[src/rtl/seq_divider.sv]
// seq_divider: iterative restoring unsigned divider, one quotient bit per clock.
// Divides a 2*len-bit dividend by a len-bit divisor. A high dividend half that is
// not below the divisor (including a zero divisor) is flagged as overflow at once,
// without iterating.
// Ports:
//   clk   - rising-edge clock
//   rst   - synchronous active-high reset
//   start - request, sampled only while idle
//   P     - 2*len-bit dividend, captured on the accepting edge
//   B     - len-bit divisor, captured on the accepting edge
//   busy  - high whenever the divider is not idle
//   done  - one-cycle pulse; Q/R/ovf valid from this cycle
//   Q, R  - quotient and remainder, held until the next result
//   ovf   - quotient does not fit in len bits, or B == 0
module seq_divider #(
    parameter int unsigned len = 8
) (
    input  logic               clk,
    input  logic               rst,
    input  logic               start,
    input  logic [2*len-1:0]   P,
    input  logic [len-1:0]     B,
    output logic               busy,
    output logic               done,
    output logic [len-1:0]     Q,
    output logic [len-1:0]     R,
    output logic               ovf
);

    localparam int unsigned CNT_W = $clog2(len + 1);

    typedef enum logic [1:0] {
        IDLE = 2'd0,
        RUN  = 2'd1,
        DONE = 2'd2
    } state_t;

    state_t           state_q, state_d;
    logic [len-1:0]   b_q,     b_d;
    logic [len:0]     rem_q,   rem_d;
    logic [len-1:0]   quo_q,   quo_d;
    logic [CNT_W-1:0] cnt_q,   cnt_d;
    logic [len-1:0]   q_q,     q_d;
    logic [len-1:0]   r_q,     r_d;
    logic             ovf_q,   ovf_d;
    logic             busy_q,  busy_d;
    logic             done_q,  done_d;

    // Restoring step datapath: rem stays below B, so rem[len] is never set
    // before the shift and can be dropped.
    logic [len:0]     rem_shift;
    logic [len+1:0]   diff;
    logic             fits;
    logic [len:0]     rem_next;
    logic [len-1:0]   quo_next;

    always_comb begin
        rem_shift = {rem_q[len-1:0], quo_q[len-1]};
        diff      = {1'b0, rem_shift} - {2'b00, b_q};
        fits      = ~diff[len+1];
        rem_next  = fits ? diff[len:0] : rem_shift;
        quo_next  = {quo_q[len-2:0], fits};
    end

    // Next-state and output logic
    always_comb begin
        state_d = state_q;
        b_d     = b_q;
        rem_d   = rem_q;
        quo_d   = quo_q;
        cnt_d   = cnt_q;
        q_d     = q_q;
        r_d     = r_q;
        ovf_d   = ovf_q;

        case (state_q)
            IDLE: begin
                if (start) begin
                    b_d   = B;
                    rem_d = {1'b0, P[2*len-1:len]};
                    quo_d = P[len-1:0];
                    if (P[2*len-1:len] >= B) begin
                        state_d = DONE;
                        ovf_d   = 1'b1;
                        q_d     = '1;
                        r_d     = '0;
                    end else begin
                        state_d = RUN;
                        cnt_d   = CNT_W'(len);
                    end
                end
            end
            RUN: begin
                rem_d = rem_next;
                quo_d = quo_next;
                cnt_d = cnt_q - CNT_W'(1);
                if (cnt_q == CNT_W'(1)) begin
                    state_d = DONE;
                    q_d     = quo_next;
                    r_d     = rem_next[len-1:0];
                    ovf_d   = 1'b0;
                end
            end
            DONE: begin
                state_d = IDLE;
            end
            default: begin
                state_d = IDLE;
            end
        endcase

        busy_d = (state_d != IDLE);
        done_d = (state_d == DONE);
    end

    // State and output registers
    always_ff @(posedge clk) begin
        if (rst) begin
            state_q <= IDLE;
            b_q     <= '0;
            rem_q   <= '0;
            quo_q   <= '0;
            cnt_q   <= '0;
            q_q     <= '0;
            r_q     <= '0;
            ovf_q   <= 1'b0;
            busy_q  <= 1'b0;
            done_q  <= 1'b0;
        end else begin
            state_q <= state_d;
            b_q     <= b_d;
            rem_q   <= rem_d;
            quo_q   <= quo_d;
            cnt_q   <= cnt_d;
            q_q     <= q_d;
            r_q     <= r_d;
            ovf_q   <= ovf_d;
            busy_q  <= busy_d;
            done_q  <= done_d;
        end
    end

    assign busy = busy_q;
    assign done = done_q;
    assign Q    = q_q;
    assign R    = r_q;
    assign ovf  = ovf_q;

endmodule

[config.mk]
export PLATFORM = sky130hd
export DESIGN_NAME = seq_divider
export DESIGN_NICKNAME = d
export VERILOG_FILES = /design/src/rtl/seq_divider.sv
export SDC_FILE = /design/constraint.sdc
export NUM_CORES = 1
export LEC_CHECK = 0
export CAP_MARGIN = 15
export CORE_MARGIN = 10
export CORE_UTILIZATION = 30
export CTS_BUF_LIST = sky130_fd_sc_hd__clkbuf_16
export CTS_CLUSTER_SIZE = 8
export DETAILED_ROUTE_END_ITERATION = 12
export PLACE_DENSITY_LB_ADDON = 0.1
export SYNTH_ARGS = -nofsm -noshare
export SYNTH_HDL_FRONTEND = slang
export SYNTH_SLANG_ARGS = --single-unit
export TNS_END_PERCENT = 1
[constraint.sdc]
create_clock -name clk -period 5.2 [get_ports clk]
set_input_delay 1.04 -clock clk [delete_from_list [all_inputs] [get_ports clk]]
set_output_delay 1.04 -clock clk [all_outputs]
set_load 0.005 [all_outputs]
==> impl_results.md <==
* Die area at 13,700 sq um
* Worst hold path class: flop to flop
* Int Power at 781 uW
* Design area at 3500 sq um
* First-pass iteration count of the detailed router at 4
* Number of synthesized flops with an enable pin at 0
* Chip height at 117 um
* Die Width at 117 um
* Fraction of layout cells with a size suffix above 1 at 5.76%
* CP Capture Type: flop
* Sw Share at 36.1%
* GRT Residual Overflow at 0
* Via count at 2,543
* Post-place setup slack at ~1800 ps
* DR DRC count at 0
* Max-slew violation count at 0
* Slew at the pin closest to its max-slew limit at 853 ps
* Tmin final at between 3000 and 4000 ps
* 1st-iter DRT viols at 96
* Pwr Density at about 350 nW/um^2
* Gpl congestion at 0.804
* Clk buf depth at 2
* CTS Root Cell: clkbuf_16
* Vias per inst at approximately 5.2
* Setup TNS at 0 ps
* Total Power at 1.22 mW
* I/O Pins at 46
* Sequential power share at 36.8%
* Vias in the first global route at 2,530
* CTS Hold Bufs at 0
* Final Core Density at 38.0%
* Crit share post-route at roughly three fifths
* Comb power frac at 35.8%
* Syn_area_per_cell at 8.18 sq um
* Post-route insts no fill at 493
* Worst slew margin at 42.9%
* Post-synth cell types at 59
* Area growth syn-to-layout at 23.9%
* Switching power at between 400 and 500 uW
* Maximum vdd drop at 135 uV
* Post-Place Cell Area at 3350 sq um
* Synth cell count leaders: 53 x nand2_1, 49 x dfxtp_1, 28 x nor2_1, 22 x inv_1, 18 x ha_1
* ANT cells at 0
* Worst Hold Slack at 456 ps
* Largest net degree at the start of global routing at 39
* ANT nets after route at 0
* Synthesized area at 2820 sq um
* Synthesized flop and latch total at 49
* Power share of the clock group at 27.4%
* GRT Resource Usage Total at 12.2%
* Clock Latency Late Sink at 290 ps
* Maxcap violations at 0
* Max Freq at 0.330 GHz
* Fillers at 972
* Main flop type after synthesis: dfxtp_1
* Endpoints failing hold at 0
* Seq/Total Area, Yosys at 34.8%
* Final WL at slightly above 8 mm
* Post-synth ARST share at 0%
* Synth top area share at 34.8%
* Clock transition at the registers of the reported paths at 70 ps
* Synth area leader: dfxtp_1
* RSZ-0062 raised after global routing: no
* Area of the core at 9200 sq um
* Crit-path max FO at 9
* # setup viols final at 0
* CTS Buf Count at 5
* Final WS setup at 2170 ps
* Startpoint types: input pin
* Mapped Cells at 345
* Buffers added on ports at 45
* Syn nets at 391
* # rows at 35
* Warnings from Yosys at 0
* Post-CTS Setup Inserts at 0
* Initial antenna violation count at 0
* Crit Path Class: input pin to flop
* CTS tree: done
* Post-placement cell count at 485
* Nets at 427
* First-pass GRT wire length at ~13 mm
* Clock sinks at 49
* Post-CTS resize count at 0
* Status: finished clean
* Clock Skews at 7.14 ps
* Crit path arrival time at 3210 ps
* Initial core utilization at between 30 and 40%
* Post-DP HPWL at slightly above 6 mm
* Synth area leaders: dfxtp_1 35%, ha_1 8.0%, nand2_1 7.1%
* Leakage power at 1.38 nW
* Drt wl/cell at 16.4 um
* Cell with the most instances after synthesis: nand2_1
* H-tree depth at 2
* Critical Path RT at 5380 ps
path summary, 6_finish.rpt:
check        slack (ps)  cells after the start      to   start
min reg2reg         460                      2  b_q[6]  b_q[6]
max                2170                      8    R[5]    B[4]
max reg2reg        2810                      6    R[2]  b_q[6]
min                 460                      2  b_q[6]  b_q[6]
final cells by class:
class	count	area [sq um]	area share [%]
clock buffers	5	125	3.58
clock inverters	3	25.0	0.716
inverters	23	86.3	2.47
multi-input cells	254	1670	47.7
flip-flops and latches	49	981	28.1
well taps	111	139	3.97
repair buffers	48	473	13.5
cells in the final DEF (no fill, tap or decap), types with 4 or more instances in the layout:
cell              n
a32o_1            5
nand3_1           7
xor2_1            4
o21a_1            5
nand2_1          53
a311oi_1          9
a211o_1           4
a21oi_1          17
clkdlybuf4s50_1  45
clkbuf_16         5
a31oi_1           6
nand2b_1          4
ha_1             18
o21ai_0           9
or3_1             7
inv_1            22
a211oi_1          9
and3_1            4
o211ai_1          5
nor2_1           28
nor3_1           12
dfxtp_1          49
critical path, cell delays in order:
cell and delay (ps):
clkdlybuf4s50_1 520, inv_1 60, ha_1 270, nand4_1 110, or2_2 340, nor3_4 380
nor3_4 120, a221o_1 360
metal layers:
metal  wire [um]  vias up  GRT usage, %
li1            -     1318             -
met3         361        9          2.65
met5           0        -             0
met4         123        0          3.62
met2        3490       47          18.3
met1        4110     1169          16.9
cells by family (layout without fill, tap and decap cells):
family | count (synthesis) | count (layout) | share of synthesized area (%)
xor+xnor | 4 | 4 | 1.24
mux | 2 | 2 | 0.710
compound gates | 93 | 93 | 24.3
fa+ha+maj | 19 | 19 | 8.69
flops | 49 | 49 | 34.8
buf+inv | 42 | 79 | 6.16
simple gates | 136 | 136 | 24.2
state kept, by name (all words and copies together), names as in the netlist:
| signal | flops |
|---|---|
| b_q | 8 |
| ovf | 1 |
| Q | 8 |
| busy | 1 |
| state_q | 2 |
| rem_q | 8 |
| cnt_q | 4 |
| quo_q | 8 |
| done | 1 |
| R | 8 |
power by group through the flow:
stage | sequential (mW) | clock (mW) | combinational (mW)
after global placement | 0.459 | 0 | 0.433
after detailed placement | 0.458 | 0 | 0.437
after floorplan | 0.448 | 0 | 0.324
final | 0.450 | 0.336 | 0.437
after CTS | 0.450 | 0.348 | 0.438
after global routing | 0.456 | 0.360 | 0.495
(Power assumes the default switching activity.)
